===== src/rtl/timer_array_if.sv =====
// ----------------------------------------------------------------------------
// timer_array_if
// Register-bus bundle between the bridge (master) and a timer_array (slave).
//   addr   word address; block = addr[ADDR_W-1:2], word = addr[1:0]
//   we     single-cycle write strobe, sampled on the rising clock edge
//   wdata  write data
//   rdata  combinational read data for the current addr
// ----------------------------------------------------------------------------
interface timer_array_if #(
    parameter int ADDR_W = 6
) ();
    logic [ADDR_W-1:0] addr;
    logic              we;
    logic [31:0]       wdata;
    logic [31:0]       rdata;

    modport master (output addr, output we, output wdata, input rdata);
    modport slave  (input addr, input we, input wdata, output rdata);
endinterface


===== src/rtl/timer_array.sv =====
// ----------------------------------------------------------------------------
// timer_array
// N_CH independent down-counting timers behind one register window, sharing
// a single prescaler. Each channel has its own CTRL/PRESET/COUNT registers,
// a small mode FSM and a maskable write-1-to-clear pending bit.
//
// Ports
//   clk      system clock, all state changes on the rising edge
//   reset    asynchronous active-low reset
//   bus      register bus (slave side): addr, we, wdata in; rdata out
//   irq      per-channel interrupt = pending & CTRL.IM
//   irq_any  OR of irq
//
// Register map (word addresses)
//   block b < N_CH : w0 CTRL {PS,IM,MODE[1:0],EN}, w1 PRESET, w2 COUNT (RO)
//   block b = N_CH : w0 STATUS (pending, W1C), w1 PSC
//   everything else reads 0, writes ignored
// ----------------------------------------------------------------------------
module timer_array #(
    parameter int N_CH   = 2,
    parameter int CNT_W  = 32,
    parameter int PSC_W  = 16,
    parameter int ADDR_W = 6
) (
    input  logic            clk,
    input  logic            reset,
    timer_array_if.slave    bus,
    output logic [N_CH-1:0] irq,
    output logic            irq_any
);

    localparam int         BLK_W     = ADDR_W - 2;
    localparam logic [1:0] MODE_AUTO = 2'b01;

    typedef enum logic [1:0] {
        ST_IDLE,
        ST_LOAD,
        ST_RUN,
        ST_DONE
    } state_t;

    // ------------------------------------------------------------------
    // Address decode
    // ------------------------------------------------------------------
    logic [BLK_W-1:0] blk;
    logic [1:0]       word;
    logic [N_CH-1:0]  ch_sel;
    logic             glb_sel;

    assign blk     = bus.addr[ADDR_W-1:2];
    assign word    = bus.addr[1:0];
    assign glb_sel = (blk == BLK_W'(N_CH));

    always_comb begin
        for (int i = 0; i < N_CH; i++) begin
            ch_sel[i] = (blk == BLK_W'(i));
        end
    end

    logic [N_CH-1:0] wr_ctrl;
    logic [N_CH-1:0] wr_preset;
    logic            wr_status;
    logic            wr_psc;
    logic [N_CH-1:0] status_clr;

    assign wr_ctrl    = {N_CH{bus.we && (word == 2'd0)}} & ch_sel;
    assign wr_preset  = {N_CH{bus.we && (word == 2'd1)}} & ch_sel;
    assign wr_status  = bus.we && glb_sel && (word == 2'd0);
    assign wr_psc     = bus.we && glb_sel && (word == 2'd1);
    assign status_clr = wr_status ? bus.wdata[N_CH-1:0] : '0;

    // ------------------------------------------------------------------
    // Shared prescaler: counts 0..PSC, tick while the counter equals PSC.
    // A PSC write restarts the count so the new period starts cleanly.
    // ------------------------------------------------------------------
    logic [PSC_W-1:0] psc_q;
    logic [PSC_W-1:0] psc_cnt_q;
    logic             psc_tick;

    assign psc_tick = (psc_cnt_q == psc_q);

    always_ff @(posedge clk or negedge reset) begin
        if (!reset) begin
            psc_q     <= '0;
            psc_cnt_q <= '0;
        end else if (wr_psc) begin
            // NOTE: non-blocking assignments in every clocked block, so all
            // registers update from the same pre-edge values.
            psc_q     <= bus.wdata[PSC_W-1:0];
            psc_cnt_q <= '0;
        end else if (psc_tick) begin
            psc_cnt_q <= '0;
        end else begin
            psc_cnt_q <= psc_cnt_q + PSC_W'(1);
        end
    end

    // ------------------------------------------------------------------
    // Per-channel registers
    // ------------------------------------------------------------------
    state_t                      state_q [N_CH];
    state_t                      state_d [N_CH];
    logic [N_CH-1:0][CNT_W-1:0]  count_q;
    logic [N_CH-1:0][CNT_W-1:0]  count_d;
    logic [N_CH-1:0][CNT_W-1:0]  preset_q;
    logic [N_CH-1:0][1:0]        mode_q;
    logic [N_CH-1:0]             en_q;
    logic [N_CH-1:0]             en_d;
    logic [N_CH-1:0]             im_q;
    logic [N_CH-1:0]             ps_q;
    logic [N_CH-1:0]             pend_q;
    logic [N_CH-1:0]             pend_set;
    logic [N_CH-1:0]             ch_tick;

    assign ch_tick = ~ps_q | {N_CH{psc_tick}};

    // ------------------------------------------------------------------
    // Channel FSMs: next state, next COUNT, hardware EN clear, pending set.
    // ------------------------------------------------------------------
    always_comb begin
        // NOTE: every output of this block gets a default before any branch;
        // a path that leaves one unassigned would infer a latch.
        en_d     = en_q;
        pend_set = '0;
        for (int i = 0; i < N_CH; i++) begin
            state_d[i] = state_q[i];
            count_d[i] = count_q[i];

            if (wr_ctrl[i] && !bus.wdata[0]) begin
                // Disable wins over everything else: COUNT freezes and a
                // terminal event on this edge does not set pending.
                state_d[i] = ST_IDLE;
            end else begin
                case (state_q[i])
                    ST_IDLE: begin
                        // A CTRL write reaching here carries EN=1.
                        if (wr_ctrl[i]) begin
                            state_d[i] = ST_LOAD;
                        end
                        if (wr_preset[i]) begin
                            count_d[i] = bus.wdata[CNT_W-1:0];
                        end
                    end

                    ST_LOAD: begin
                        count_d[i] = preset_q[i];
                        if (preset_q[i] != '0) begin
                            state_d[i] = ST_RUN;
                        end else begin
                            // Zero period: one-shot fires at once, auto-reload
                            // parks with EN still set and never interrupts.
                            state_d[i] = ST_IDLE;
                            if (mode_q[i] != MODE_AUTO) begin
                                pend_set[i] = 1'b1;
                                en_d[i]     = 1'b0;
                            end
                        end
                    end

                    ST_RUN: begin
                        if (ch_tick[i] && (count_q[i] != '0)) begin
                            count_d[i] = count_q[i] - CNT_W'(1);
                            if (count_q[i] == CNT_W'(1)) begin
                                state_d[i] = ST_DONE;
                            end
                        end
                    end

                    ST_DONE: begin
                        pend_set[i] = 1'b1;
                        if (mode_q[i] == MODE_AUTO) begin
                            // Reload picks up any PRESET written while running.
                            count_d[i] = preset_q[i];
                            state_d[i] = (preset_q[i] != '0) ? ST_RUN : ST_IDLE;
                        end else begin
                            en_d[i]    = 1'b0;
                            state_d[i] = ST_IDLE;
                        end
                    end

                    default: state_d[i] = ST_IDLE;
                endcase
            end

            // A bus write to CTRL always decides the stored EN bit.
            if (wr_ctrl[i]) begin
                en_d[i] = bus.wdata[0];
            end
        end
    end

    always_ff @(posedge clk or negedge reset) begin
        if (!reset) begin
            // NOTE: the per-channel arrays are a handful of flops, not a RAM,
            // so every element is reset explicitly.
            for (int i = 0; i < N_CH; i++) begin
                state_q[i] <= ST_IDLE;
            end
            count_q  <= '0;
            preset_q <= '0;
            mode_q   <= '0;
            en_q     <= '0;
            im_q     <= '0;
            ps_q     <= '0;
            pend_q   <= '0;
        end else begin
            for (int i = 0; i < N_CH; i++) begin
                state_q[i] <= state_d[i];
                if (wr_ctrl[i]) begin
                    mode_q[i] <= bus.wdata[2:1];
                    im_q[i]   <= bus.wdata[3];
                    ps_q[i]   <= bus.wdata[4];
                end
                if (wr_preset[i]) begin
                    preset_q[i] <= bus.wdata[CNT_W-1:0];
                end
            end
            count_q <= count_d;
            en_q    <= en_d;
            // A hardware set on the same edge as a W1C clear wins.
            pend_q  <= (pend_q & ~status_clr) | pend_set;
        end
    end

    // ------------------------------------------------------------------
    // Read mux and interrupts
    // ------------------------------------------------------------------
    logic [31:0] rdata;

    always_comb begin
        rdata = '0;
        for (int i = 0; i < N_CH; i++) begin
            if (ch_sel[i]) begin
                case (word)
                    2'd0:    rdata = 32'({ps_q[i], im_q[i], mode_q[i], en_q[i]});
                    2'd1:    rdata = 32'(preset_q[i]);
                    2'd2:    rdata = 32'(count_q[i]);
                    default: rdata = '0;
                endcase
            end
        end
        if (glb_sel) begin
            case (word)
                2'd0:    rdata = 32'(pend_q);
                2'd1:    rdata = 32'(psc_q);
                default: rdata = '0;
            endcase
        end
    end

    assign bus.rdata = rdata;
    assign irq       = pend_q & im_q;
    assign irq_any   = |irq;

endmodule

===== src/flat_wrapper.sv =====
// flat-port wrapper written by rule: the top's interface ports become plain ports
module timer_array_flat 
#(
    parameter int N_CH   = 2,
    parameter int CNT_W  = 32,
    parameter int PSC_W  = 16,
    parameter int ADDR_W = 6
)
  (clk, reset, irq, irq_any, bus_addr, bus_we, bus_wdata, bus_rdata);
  timer_array_if #(.ADDR_W(ADDR_W)) bus_i ();
  input  logic clk;
  input  logic reset;
  output logic [N_CH-1:0] irq;
  output logic irq_any;
  input wire logic [$bits(bus_i.addr)-1:0] bus_addr;
  input wire logic [$bits(bus_i.we)-1:0] bus_we;
  input wire logic [$bits(bus_i.wdata)-1:0] bus_wdata;
  output wire logic [$bits(bus_i.rdata)-1:0] bus_rdata;
  assign bus_i.addr = bus_addr;
  assign bus_i.we = bus_we;
  assign bus_i.wdata = bus_wdata;
  assign bus_rdata = bus_i.rdata;
  timer_array #(.N_CH(N_CH), .CNT_W(CNT_W), .PSC_W(PSC_W), .ADDR_W(ADDR_W)) u_core (.clk(clk), .reset(reset), .bus(bus_i), .irq(irq), .irq_any(irq_any));
endmodule

===== config.mk =====
export PLATFORM = sky130hd
export DESIGN_NAME = timer_array_flat
export DESIGN_NICKNAME = d
export VERILOG_FILES = /design/src/rtl/timer_array_if.sv /design/src/rtl/timer_array.sv /design/src/flat_wrapper.sv
export SDC_FILE = /design/constraint.sdc
export NUM_CORES = 1
export LEC_CHECK = 0
export ABC_CLOCK_PERIOD_IN_PS = 6800
export BUFFER_PORTS_ARGS = -buffer_cell sky130_fd_sc_hd__buf_2
export CORE_ASPECT_RATIO = 2
export CORE_MARGIN = 5
export CORE_UTILIZATION = 25
export DETAILED_ROUTE_END_ITERATION = 12
export PLACE_DENSITY_LB_ADDON = 0.15
export SYNTH_ARGS = -nofsm -noshare
export SYNTH_HDL_FRONTEND = slang
export SYNTH_SLANG_ARGS = --single-unit

===== constraint.sdc =====
create_clock -name clk -period 6.8 [get_ports clk]
set_input_delay 1.36 -clock clk [delete_from_list [all_inputs] [get_ports clk]]
set_output_delay 1.36 -clock clk [all_outputs]
set_load 0.01 [all_outputs]

# After elaboration in Yosys (flattened, before gate mapping)

Cells that the tools add are included.

Reductions and logical operators: 27
Eq/ne operators: 37
Add/subtract/negate cells: 3
Bitwise gates (word level): 10
Mux-type cells: 51

Operators with widths:

| operator                | number |
|---|---|
| $mux W32                | 9 |
| $pmux W32 S4            | 2 |
| $pmux W32 S3            | 2 |
| $reduce_bool A32 Y1     | 4 |
| $eq A32 B1 Y1 const B   | 2 |
| $sub A32 B1 Y32 const B | 2 |
| $mux W16                | 2 |
| $pmux W16 S2            | 1 |
| $mux W2                 | 13 |
| $ne A3 B1 Y1 const B    | 8 |
| $ne A2 B1 Y1 const B    | 10 |
| $add A16 B1 Y16 const B | 1 |
| $eq A16 B16 Y1          | 1 |
| $mux W1                 | 16 |
| $pmux W2 S4             | 2 |
| $ne A3 B2 Y1 const B    | 4 |
| $eq A2 B1 Y1 const B    | 5 |
| $eq A2 B2 Y1 const B    | 5 |
| $reduce_and A5 Y1       | 2 |
| $logic_and A1 B1 Y1     | 9 |
| $and A2 B2 Y2           | 4 |
| $pmux W1 S2             | 4 |
| $reduce_and A4 Y1       | 2 |
| $logic_not A2 Y1        | 3 |
| other kinds (10)        | 15 |

Input port bits: 41
Logic and storage cells: 145
Bits in registers: 176

# Logic depth before layout (Yosys ltp)

Gate-level depths: netlist (run 1).

Depth after elaboration: 7
Depth in mapped cells: 11
Gate-level depth less buffers: 8

# Worst setup path after synthesis (run 1)

Ideal clock, no wire load.

Path type: input port to output port
Start point: in bus_addr[1]
End point: out bus_rdata[20]
Path buffers: 4
Cell stages on the path: 7
Slack: 2,551 ps
Arrival: 2,889 ps
Required time: 5,440 ps
Cell sequence: clkbuf_1 > nor2b_1 > clkbuf_1 > clkbuf_1 > buf_1 > a22oi_1 > o22ai_1

Longest elaborated chain between the ends: 5

RTL lines:

| element                                    | line               | RTL |
|---|---|---|
| start: declaration                         | flat_wrapper.sv:15 | `input wire logic [$bits(bus_i.addr)-1:0] bus_addr;` |
| $eq A2 B2 Y1, or another cell as far along | timer_array.sv:234 | `case (word)` |
| $pmux W32 S3                               | timer_array.sv:234 |  |
| $mux W32                                   | timer_array.sv:233 | `if (ch_sel[i]) begin` |
| $mux W32 *                                 | timer_array.sv:233 |  |
| $mux W32 *                                 | timer_array.sv:242 | `if (glb_sel) begin` |
| end: declaration                           | flat_wrapper.sv:18 | `output wire logic [$bits(bus_i.rdata)-1:0] bus_rdata;` |

Mark *: on every way between the ends. The rest lies on a longest branch, timed or not.

# Worst setup path after layout (run 1)

Start point: in bus_addr[0]
End point: out bus_rdata[14]

Longest elaborated chain between the ends: 5

RTL lines:

| element                                    | line |
|---|---|
| $eq A2 B2 Y1, or another cell as far along | timer_array.sv:234 |
| $pmux W32 S3                               | timer_array.sv:234 |
| $mux W32 (2 in series)                     | timer_array.sv:233 |
| $mux W32 *                                 | timer_array.sv:242 |

Marked as above.

==> results of run 1 <==
==> synth_stat cells (14+ instances only) <==
cell	count	area, sq um
dfrtp_1	176	4400
nor2_1	118	443
o21ai_0	106	531
a21oi_1	94	470
mux2_2	83	935
clkbuf_1	77	289
nand2_1	59	221
a22oi_1	52	390
nor3_1	36	180
nor4_1	32	200
nor2b_1	30	188
o22ai_1	27	169
a31oi_1	25	156
nand3_1	24	120
mux2i_1	21	210
xnor2_1	21	184
inv_1	18	67.6
or4_1	15	113
nand4_1	14	87.6
==> sequential cells by signal, indices dropped and copies added, names as in the netlist <==
name              cells
u_core.count_q       64
u_core.en_q           2
u_core.im_q           2
u_core.mode_q         4
u_core.pend_q         2
u_core.preset_q      64
u_core.ps_q           2
u_core.psc_cnt_q     16
u_core.psc_q         16
u_core.state_q        4
==> power by group <==
part | total (mW) | switching [mW] | internal, mW
combinational | 1.61 | 0.985 | 0.623
sequential | 1.91 | 0.586 | 1.33
clock | 1.02 | 0.523 | 0.495
==> final cells by class <==
cell class | instances | share of cell area [%]
multi-input combinational | 928 | 49.0
tap | 550 | 5.60
clock buffer | 17 | 3.46
sequential | 176 | 35.9
inverter | 18 | 0.550
clock inverter | 15 | 1.34
timing repair buffer | 91 | 4.11
==> per-stage QoR <==
stage / hold WS, ns / std cells / total power, mW / worst slack, ns
floorplan: 0.459 / 1220 / 2.82 / 2.55
global placement: 0.484 / 1763 / 3.50 / 1.84
detailed placement: 0.496 / 1763 / 3.52 / 1.74
CTS: 0.516 / 1795 / 4.55 / 1.79
global route: 0.558 / 1795 / 4.80 / 1.62
finish: 0.511 / 1795 / 4.54 / 1.79
==> layout by cell type, fill, tap and decap left out, types with 12 or more instances in the layout <==
| cell type | count |
|---|---|
| nand4_1 | 14 |
| nand3_1 | 24 |
| a21oi_1 | 94 |
| buf_4 | 16 |
| o22ai_1 | 27 |
| nor4_1 | 32 |
| nor2_1 | 116 |
| nor2b_1 | 28 |
| clkbuf_16 | 17 |
| o21ai_0 | 106 |
| a22oi_1 | 52 |
| nand2_1 | 59 |
| a221oi_1 | 12 |
| xnor2_1 | 21 |
| buf_2 | 74 |
| nor3_1 | 36 |
| mux2i_1 | 21 |
| or4_1 | 15 |
| a31oi_1 | 25 |
| mux2_2 | 83 |
| dfrtp_1 | 173 |
| inv_1 | 18 |
==> kinds of logic after synthesis <==
logic type,Yosys count
buffers and inverters,116
flip-flops,176
XOR/XNOR,32
AND/OR/NAND/NOR,389
AO/OA/AOI/OAI,398
multiplexers,104
adder cells (fa/ha/maj),5
==> worst paths after layout <==
check                      slack [ns]              start                  to  cells past startpoint
max                              1.79        bus_addr[0]       bus_rdata[14]                      7
min                              0.51     u_core.im_q[1]      u_core.im_q[1]                      2
max reg2reg                      2.56  u_core.count_q[0]  u_core.count_q[23]                      8
min reg2reg                      0.51     u_core.im_q[1]      u_core.im_q[1]                      2
max in group asynchronous        4.64              reset      u_core.im_q[0]                      2
min in group asynchronous        0.94              reset  u_core.count_q[11]                      1
==> worst max-delay path: cells and delay by family <==
kind	cells	cell delay (ns)
and+or+nand+nor	2	0.88
AOI/OAI and AO/OA	2	0.39
buffers and inverters	3	1.00
==> per-layer routing <==
layer	GRT usage, %	wire, microns	up-vias
met3	2.36	2090	90
li1	-	-	4594
met4	11.2	3020	0
met2	32.0	23000	386
met1	24.2	18700	5138
met5	0	0	-
==> metrics.md, run 1 <==
| Metric | Value |
|---|---|
| Result of the run | `finished clean` |
| Maximum number of pins on one net before global-route repair | `just under 80` |
| Buffers added on ports | `75` |
| Critical path startpoint category | `primary input` |
| Cell Rows | `between 100 and 150` |
| Share of synthesized registers carrying an async set or reset | `100%` |
| Parity-gate share of the synthesized area counting xor and xnor cells | `roughly 2.6%` |
| Post-synthesis compound-gate area fraction | `23.2%` |
| Post-synthesis cell type count | `64` |
| Setup repair after global routing missed its margin | `no` |
| Worst EP required | `~5.4 ns` |
| Final critical delay including setup and external delays | `5.01 ns` |
| TNS Setup | `0 ns` |
| Slew @ Worst Pin | `1.24 ns` |
| Max Buffers Root-to-Sink | `2` |
| Drt first-iter violations | `slightly below 1000` |
| Hold Path Class | `reg2reg` |
| Detailed-route via count | `between 10000 and 15000` |
| Die span in x | `157 microns` |
| Initial DRT Pass Iterations | `5` |
| Clock root buffer | `clkbuf_16` |
| Die area | `0.0479 sq mm` |
| Post-CTS sizing | `0` |
| CTS tree | `built` |
| Number of fill cells in the layout | `4564` |
| Antenna Nets Post-Route | `0` |
| DRC violation count after routing | `0` |
| Hold Fails Final Rpt | `0` |
| Effective utilization at floorplan | `between 20 and 30%` |
| Antenna violations before repair | `0` |
| Number of synthesized register bits | `around 180` |
| Wire length of the first global-routing pass | `between 60000 and 70000 microns` |
| Number of sinks handled by clock tree synthesis | `around 180` |
| Setup violators final | `0` |
| Static leakage | `between 4 and 5 nW` |
| Final RePlAce weighted congestion | `roughly 0.88` |
| Element type at the critical path end | `output port` |
| CP Data Arrival Time | `3.65 ns` |
| Syn. warnings | `0` |
| Area of the mapped netlist | `0.0108 sq mm` |
| Syn-to-layout area delta | `13.3%` |
| All-layer global routing usage | `19.4%` |
| Path type of the worst setup path | `in2out` |
| Highest ir drop seen on vdd | `approximately 0.17 mV` |
| Final Slew Violations | `0` |
| Post-route clock skew | `0.0138 ns` |
| Max-capacitance violation count | `0` |
| Peak clock frequency supported by timing | `200 MHz` |
| Total Routed Length | `46800 microns` |
| Most frequently used flop master after synthesis | `dfrtp_1` |
| Power density of the placed cells | `370 mW/mm^2` |
| Most Frequent Cell on Critical Path | `buf_2` |
| Final Util | `between 20% and 30%` |
| Count of nets after finishing | `about 1300` |
| Final Cell Area | `0.0123 sq mm` |
| Total inserted antenna cells | `0` |
| Area of the placeable core | `0.0431 sq mm` |
| Average cell area after synthesis | `8.88 sq um` |
| Area of combinational cells with multiple inputs | `between 0.006 and 0.007 sq mm` |
| Net count after synthesis | `1266` |
| Post-synthesis share of cell area spent on full adders, half adders and majority gates | `less than 1%` |
| Share of final-layout standard cells stronger than drive strength 1 | `18.4%` |
| Count of boundary I/O pins | `76` |
| Total congestion overflow | `0` |
| Post-synthesis mux area share | `around a tenth` |
| Worst slew slack as a fraction of its limit | `17.0%` |
| Biggest fanout along the worst timing path | `31` |
| Die Y | `approximately 300 microns` |
| Post-DP HPWL | `~34000 microns` |
| Share of the clock period used by the worst path | `approximately three quarters` |
| Ratio of routed vias to standard cells | `between 5 and 6` |
| Synthesized instance count | `about 1200` |
| Number of buffers created by CTS | `17` |
| Clock slew at reported path FFs | `roughly 0.080 ns` |
| Area of placed instances | `0.0117 sq mm` |
| Basic-gate share of the synthesized area counting and, or, nand and nor cells | `18.3%` |
| Sequential cell area in the final layout | `0.00441 sq mm` |
| Clk_lat worst skew | `0.46 ns` |
| Critical Path Slowest Stage Cell | `nor2b_4` |
| H-Tree Depth | `4` |
| Largest stage delay on the critical path | `between 0.7 and 0.8 ns` |
| CTS Hold Buffers Added | `0` |
| Main combinational cell family by area after synthesis | `compound AO/OA/AOI/OAI gates` |
| Fraction of the yosys area taken by sequential cells | `40.6%` |
| Post-synth EDFFs | `0` |
| List of cells traversed by the critical path | `buf_2, nor2b_4, buf_4, a221oi_1, o22a_1, nor2_1, buf_2` |
| Post-CTS Setup Inserts | `0` |
| Post-detailed-route wirelength per cell | `26.1 microns` |
| Number of global-route vias before repair | `10100` |
Power figures use the tool's default switching activity.
==> run 2: changes to the inputs <==
Settings changed: ABC_AREA from default to 1, ABC_CLOCK_PERIOD_IN_PS 6800 to 5120.
Clock period 6.8 ns to 5.12 ns, I/O delays scaled along.
==> metrics.md, run 2 <==
| Metric | Value |
|---|---|
| Critical path startpoint category | `primary input (unchanged)` |
| Die area | `0.0508 sq mm (was 0.0479 sq mm)` |
| CP Data Arrival Time | `3.06 ns (was 3.65 ns)` |
| Most frequent cells in the layout | `538 x nand2_1, 208 x inv_1, 176 x dfrtp_1 (was 173 x dfrtp_1, 116 x nor2_1, 106 x o21ai_0)` |
| Number of synthesized register bits | `176 (unchanged)` |
| H-Tree Depth | `4 (unchanged)` |
| Antenna violations before repair | `0 (unchanged)` |
| Maximum number of pins on one net before global-route repair | `111 (was 78)` |
| Post-synthesis cell type count | `41 (was 64)` |
| Number of buffers created by CTS | `17 (unchanged)` |
| Antenna Nets Post-Route | `0 (unchanged)` |
| Post-CTS sizing | `0 (unchanged)` |
| Element type at the critical path end | `output port (unchanged)` |
| TNS Setup | `0 ns (unchanged)` |
| Peak clock frequency supported by timing | `245 MHz` |
| Worst path buffer plus inverter count | `4 (was 3)` |
| DRC violation count after routing | `0 (unchanged)` |
| Post-synthesis compound-gate area fraction | `16.6% (was 23.2%)` |
| Average cell area after synthesis | `6.71 sq um (was 8.88 sq um)` |
| CTS tree | `built (unchanged)` |
| Post-synth top area cell | `dfrtp_1 (unchanged)` |
| Clock slew at reported path FFs | `0.07 ns (was 0.08 ns)` |
| Post-synth EDFFs | `0 (unchanged)` |
| Basic-gate share of the synthesized area counting and, or, nand and nor cells | `34.3% (was 18.3%)` |
| Post-detailed-route wirelength per cell | `22.1 microns (was 26.1 microns)` |
| Power density of the placed cells | `540 mW/mm^2 (was 370 mW/mm^2)` |
| CTS Hold Buffers Added | `0 (unchanged)` |
| Synthesized instance count | `1721 (was 1220)` |
| Met1 Usage GRT | `21.5% (was 24.2%)` |
| Number of sinks handled by clock tree synthesis | `176 (unchanged)` |
| DP Worst Slack | `1.09 ns (was 1.74 ns)` |
| Share of the clock period used by the worst path | `79.8%` |
| Top-area cell type share of the netlist area | `38.1% (was 40.6%)` |
| Post-synthesis share of cell area spent on full adders, half adders and majority gates | `0.542% (was 0.577%)` |
| Critical Path Slowest Stage Cell | `clkinv_1 (was nor2b_4)` |
| Initial DRT Pass Iterations | `5 (unchanged)` |
| Most used standard cells in the synthesized netlist | `538 x nand2_1, 208 x inv_1, 176 x dfrtp_1 (was 176 x dfrtp_1, 118 x nor2_1, 106 x o21ai_0)` |
| Setup repair after global routing missed its margin | `no (unchanged)` |
| Ratio of routed vias to standard cells | `5.13 (was 5.69)` |
| Buffers added on ports | `75 (unchanged)` |
| Most Frequent Cell on Critical Path | `buf_2 (unchanged)` |
| Drt first-iter violations | `939 (was 969)` |
| Slew @ Worst Pin | `1.05 ns (was 1.24 ns)` |
| Final critical delay including setup and external delays | `just over 4 ns` |
| Post-synthesis mux area share | `0% (was 10.6%)` |
| Max Buffers Root-to-Sink | `2 (unchanged)` |
| Hold Path Class | `reg2reg (unchanged)` |
| Area of the placeable core | `0.0458 sq mm (was 0.0431 sq mm)` |
| Effective utilization at floorplan | `25.2% (was 25.1%)` |
| Post-DP HPWL | `40000 microns (was 34200 microns)` |
| Fraction of the yosys area taken by sequential cells | `38.1% (was 40.6%)` |
| Biggest fanout along the worst timing path | `27 (was 31)` |
| Syn-to-layout area delta | `12.9% (was 13.3%)` |
| Share of synthesized registers carrying an async set or reset | `100% (unchanged)` |
| Clock root buffer | `clkbuf_16 (unchanged)` |
| Biggest registers after layout | `u_core.count_q x64, u_core.preset_q x64 (unchanged)` |
| Worst slew slack as a fraction of its limit | `29.3% (was 17.0%)` |
| Total inserted antenna cells | `0 (unchanged)` |
| Static leakage | `6.19 nW (was 4.95 nW)` |
| Area of the mapped netlist | `0.0115 sq mm (was 0.0108 sq mm)` |
| All-layer global routing usage | `20.2% (was 19.4%)` |
| Total congestion overflow | `0 (unchanged)` |
| Syn. warnings | `0 (unchanged)` |
| Die Y | `314 microns (was 304 microns)` |
| Largest stage delay on the critical path | `0.85 ns (was 0.73 ns)` |
| Post-route clock skew | `0.0133 ns (was 0.0138 ns)` |
| Most repeated cell in the gate-level netlist after synthesis | `nand2_1 (was dfrtp_1)` |
| Most frequently used flop master after synthesis | `dfrtp_1 (unchanged)` |
| Most Crowded Layer GR | `met2 (unchanged)` |
| Post-CTS Setup Inserts | `0 (unchanged)` |
| Final Slew Violations | `0 (unchanged)` |
| Met2 Resource Use GR | `36.5% (was 32.0%)` |
| Result of the run | `finished clean (unchanged)` |
| Max-capacitance violation count | `0 (unchanged)` |
| Worst EP required | `4.10 ns (was 5.44 ns)` |
| Ranking of synthesized cells by area | `dfrtp_1 38%, nand2_1 17%, nand3_1 7.2%, inv_1 6.8%, nor2_1 5.6% (was dfrtp_1 41%, mux2_2 8.6%, o21ai_0 4.9%, a21oi_1 4.3%, nor2_1 4.1%)` |
| Total Routed Length | `51600 microns (was 46800 microns)` |
| Count of boundary I/O pins | `76 (unchanged)` |
| Number of fill cells in the layout | `5194 (was 4564)` |
| Count of nets after finishing | `1809 (was 1278)` |
| Hold Fails Final Rpt | `0 (unchanged)` |
| Final worst-path setup slack | `1.03 ns (was 1.79 ns)` |
| Cell type group with the largest total delay on the critical path | `buffers and inverters (unchanged)` |
| List of cells traversed by the critical path | `buf_2, inv_1, nand3_2, clkinv_1, a22o_1, buf_2 (was buf_2, nor2b_4, buf_4, a221oi_1, o22a_1, nor2_1, buf_2)` |
| Wire length of the first global-routing pass | `76700 microns (was 69400 microns)` |
| Path type of the worst setup path | `in2out (unchanged)` |
| Final RePlAce weighted congestion | `0.956 (was 0.882)` |
| Net count after synthesis | `1767 (was 1266)` |
| Detailed-route via count | `12000 (was 10200)` |
| Highest ir drop seen on vdd | `0.204 mV (was 0.169 mV)` |
| Number of global-route vias before repair | `12100 (was 10100)` |
| Commonest non-fill, non-tap cell in the layout | `nand2_1 (was dfrtp_1)` |
| Main combinational cell family by area after synthesis | `simple AND/OR/NAND/NOR gates (was compound AO/OA/AOI/OAI gates)` |
| Parity-gate share of the synthesized area counting xor and xnor cells | `0.455% (was 2.59%)` |
| Grt met3 use | `2.32% (was 2.36%)` |
| Die span in x | `162 microns (was 157 microns)` |
| Share of final-layout standard cells stronger than drive strength 1 | `9.18% (was 18.4%)` |
| Clk_lat worst skew | `0.47 ns (was 0.46 ns)` |
| Setup violators final | `0 (unchanged)` |
| Cell Rows | `111 (was 108)` |
run 2: cell count changes in the layout (fill, tap and decap cells not counted), moves of 20 or more:
| cell | change |
|---|---|
| a21oi_1 | -69 |
| nor2_1 | +53 |
| nor4_1 | -32 |
| o221ai_1 | +21 |
| nor2b_1 | -28 |
| nand2_1 | +479 |
| xnor2_1 | -20 |
| nand3_1 | +142 |
| o22ai_1 | +36 |
| mux2i_1 | -21 |
| nor3_1 | -25 |
| mux2_2 | -83 |
| inv_1 | +190 |
| a31oi_1 | -25 |
run 2: worst min-delay path, cell delays in order, from the launching register on:
cell,delay [ns]
dfrtp_1,0.35
nand2_1,0.05
nand2_1,0.05
run 2: layer usage:
layer | part of all wire [%] | wire length, microns
met1 | 36 | 18800
met5 | 0 | 0
met4 | 8.1 | 4200
met3 | 3.3 | 1720
met2 | 52 | 26900
run 2: logic make-up (layout without fill, tap and decap cells):
family,count (synthesis),in the layout
AND/OR/NAND/NOR,942,942
adder cells (fa/ha/maj),5,5
flip-flops,176,176
AO/OA/AOI/OAI,304,304
XOR/XNOR,6,6
buffers and inverters,288,343
run 2: final timing paths:
| path | start | end | slack, ns | depth (start not counted) |
|---|---|---|---|---|
| setup / recovery | bus_addr[2] | bus_rdata[17] | 1.03 | 6 |
| hold / removal | u_core.count_q[33] | u_core.count_q[33] | 0.48 | 2 |
| setup reg to reg | u_core.count_q[51] | u_core.count_q[63] | 1.74 | 11 |
| hold reg to reg | u_core.count_q[33] | u_core.count_q[33] | 0.48 | 2 |
| max in group asynchronous | reset | u_core.preset_q[27] | 3.43 | 2 |
| min in group asynchronous | reset | u_core.preset_q[32] | 0.69 | 1 |
run 2: metrics by stage:
stage,area (sq um),util [%],std cells,hold slack (ns),power [mW]
6_report,13000,28.4,2341,0.476,7.03
5_1_grt,13000,28.4,2341,0.536,7.59
4_1_cts,13000,28.4,2341,0.481,7.08
3_5_place_dp,12500,27.2,2309,0.462,5.74
3_3_place_gp,12500,27.2,2309,0.461,5.73
2_1_floorplan,11500,-,1721,0.442,4.57
run 2: cell type report:
| type | count | area [sq um] | share of cell area [%] |
|---|---|---|---|
| well taps | 565 | 707 | 5.42 |
| clock buffers | 17 | 425 | 3.26 |
| flip-flops and latches | 176 | 4400 | 33.8 |
| repair buffers | 93 | 532 | 4.08 |
| multi-input cells | 1257 | 6010 | 46.2 |
| clock inverters | 15 | 128 | 0.979 |
| inverters | 218 | 821 | 6.30 |
run 2: power by group:
part	internal, mW	switching (mW)	total [mW]	leakage (nW)
Combinational	1.04	2.39	3.42	3.86
Clock	0.638	0.670	1.31	0.273
Sequential	1.83	0.466	2.30	2.06
==> run 3: changes to the inputs <==
Settings changed: ABC_CLOCK_PERIOD_IN_PS 5120 to 4200.
Clock period 5.12 ns to 4.2 ns, I/O delays scaled along.
==> metrics.md, run 3 (synthesized netlist as in run 2, its figures left out) <==
| Metric | Value |
|---|---|
| Result of the run | `finished clean (unchanged)` |
| Worst slew slack as a fraction of its limit | `27.6% (was 29.3%)` |
| CTS tree | `built (unchanged)` |
| Buffers added on ports | `75 (unchanged)` |
| Drt first-iter violations | `883 (was 939)` |
| Share of the clock period used by the worst path | `88.5%` |
| Setup repair after global routing missed its margin | `no (unchanged)` |
| Hold Fails Final Rpt | `0 (unchanged)` |
| Detailed-route via count | `12100 (was 12000)` |
| DRC violation count after routing | `0 (unchanged)` |
| Biggest registers after layout | `u_core.count_q x64, u_core.preset_q x64 (unchanged)` |
| Logic pwr share | `48.1% (was 48.7%)` |
| Die span in x | `162 microns (unchanged)` |
| Ratio of routed vias to standard cells | `5.16 (was 5.13)` |
| Net switching fraction of the power | `49.1% (was 50.1%)` |
| Most frequent cells in the layout | `538 x nand2_1, 208 x inv_1, 176 x dfrtp_1 (unchanged)` |
| Final Cell Area | `0.0131 sq mm (was 0.0130 sq mm)` |
| Highest ir drop seen on vdd | `0.256 mV (was 0.204 mV)` |
| Max-capacitance violation count | `0 (unchanged)` |
| Slew @ Worst Pin | `1.08 ns (was 1.05 ns)` |
| Path type of the worst setup path | `in2out (unchanged)` |
| Worst EP required | `3.36 ns (was 4.10 ns)` |
| Sw power | `4.27 mW (was 3.52 mW)` |
| Post-route clock skew | `0.0123 ns (was 0.0133 ns)` |
| Final Util | `28.6% (was 28.4%)` |
| TNS Setup | `0 ns (unchanged)` |
| Sequential share of power | `32.4% (was 32.7%)` |
| Number of global-route vias before repair | `12000 (was 12100)` |
| Post-DP HPWL | `40400 microns (was 40000 microns)` |
| Biggest fanout along the worst timing path | `27 (unchanged)` |
| Final RePlAce weighted congestion | `0.916 (was 0.956)` |
| Static leakage | `6.24 nW (was 6.19 nW)` |
| Clk_lat worst skew | `0.47 ns (about the same)` |
| Syn-to-layout area delta | `13.6% (was 12.9%)` |
| Setup violators final | `0 (unchanged)` |
| Final Slew Violations | `0 (unchanged)` |
| Die Y | `314 microns (unchanged)` |
| Clock root buffer | `clkbuf_16 (unchanged)` |
| Cell Rows | `111 (unchanged)` |
| Cell count after placement | `2314 (was 2309)` |
| Post-detailed-route wirelength per cell | `21.9 microns (was 22.1 microns)` |
| Peak clock frequency supported by timing | `between 200 and 300 MHz` |
| Effective utilization at floorplan | `25.2% (unchanged)` |
| Maximum number of pins on one net before global-route repair | `71 (was 111)` |
| Count of boundary I/O pins | `76 (unchanged)` |
| Total inserted antenna cells | `0 (unchanged)` |
| Power density of the placed cells | `663 mW/mm^2 (was 540 mW/mm^2)` |
| Final critical delay including setup and external delays | `3.72 ns` |
| Count of nets after finishing | `1814 (was 1809)` |
| Number of sinks handled by clock tree synthesis | `176 (unchanged)` |
| Area of the placeable core | `0.0458 sq mm (unchanged)` |
| Hold Path Class | `in2async (was reg2reg)` |
| Commonest non-fill, non-tap cell in the layout | `nand2_1 (unchanged)` |
| CP Data Arrival Time | `2.88 ns (was 3.06 ns)` |
| Total Routed Length | `51300 microns (was 51600 microns)` |
| Antenna violations before repair | `0 (unchanged)` |
| Clock group share of total power | `19.5% (was 18.6%)` |
| Final Instance Count excl. Fillers | `2346 (was 2341)` |
| Die area | `0.0508 sq mm (unchanged)` |
| CTS Hold Buffers Added | `0 (unchanged)` |
| Clock slew at reported path FFs | `0.07 ns (about the same)` |
| Max Buffers Root-to-Sink | `2 (unchanged)` |
| Critical path startpoint category | `primary input (unchanged)` |
| Area of placed instances | `0.0125 sq mm (about the same)` |
| Int Power | `4.42 mW (was 3.51 mW)` |
| Number of buffers created by CTS | `17 (unchanged)` |
| Post-CTS Setup Inserts | `0 (unchanged)` |
| Post-CTS sizing | `0 (unchanged)` |
| Total congestion overflow | `0 (unchanged)` |
| Share of final-layout standard cells stronger than drive strength 1 | `9.38% (was 9.18%)` |
| Antenna Nets Post-Route | `0 (unchanged)` |
| All-layer global routing usage | `20.0% (was 20.2%)` |
| Wire length of the first global-routing pass | `76300 microns (was 76700 microns)` |
| H-Tree Depth | `4 (unchanged)` |
| Element type at the critical path end | `output port (unchanged)` |
| Initial DRT Pass Iterations | `7 (was 5)` |
[run 3: cell count changes in the layout (fill, tap and decap cells not counted), sizes merged]
cell and change:
clkinvlp -1, inv -2, buf +5, bufinv +2
clkbuf +2, clkinv -1
[run 3: per-layer routing]
| metal | wire (microns) | GRT usage [%] |
|---|---|---|
| met1 | 18900 | 21.3 |
| met2 | 27700 | 37.8 |
| met3 | 1750 | 2.32 |
| met4 | 2960 | 10.8 |
| met5 | 0 | 0 |
[run 3: worst max-delay path: stages]
cell and delay [ns]:
buf_2 0.13, inv_1 0.06, nand3_2 0.17, clkinv_1 0.85, a22o_1 0.61, buf_2 0.16
[run 3: final timing paths]
path | from | to | slack (ns) | depth (start not counted)
setup reg to reg | u_core.count_q[47] | u_core.count_q[54] | 1.39 | 11
max in group asynchronous | reset | u_core.count_q[27] | 2.91 | 2
setup / recovery | bus_addr[2] | bus_rdata[19] | 0.48 | 6
min in group clk | u_core.count_q[33] | u_core.count_q[33] | 0.48 | 2
hold / removal | reset | u_core.mode_q[3] | 0.39 | 1
hold reg to reg | u_core.count_q[33] | u_core.count_q[33] | 0.48 | 2
[run 3: final cells by class]
type	instances	area, sq um
clock buffer	19	443
clock inverter	13	151
fill	5085	32700
inverter	218	821
multi-input combinational	1257	6010
sequential	176	4400
tap	565	707
timing repair buffer	98	582
[run 3: through the flow]
stage               hold slack [ns]  power [mW]  setup WS [ns]
finish                        0.386        8.69          0.485
floorplan                     0.442        5.58           1.35
detailed placement            0.464        7.01          0.450
CTS                           0.410        8.74          0.453
global route                  0.421        9.35          0.447
global placement              0.456        7.01          0.496
[run 3: power groups by stage]
| stage | clock network, mW | registers [mW] | logic (mW) |
|---|---|---|---|
| after floorplan | 0 | 2.64 | 2.94 |
| after global placement | 0 | 2.82 | 4.19 |
| after detailed placement | 0 | 2.82 | 4.18 |
| after CTS | 1.75 | 2.80 | 4.20 |
| after global routing | 1.80 | 2.87 | 4.67 |
| final | 1.70 | 2.81 | 4.18 |
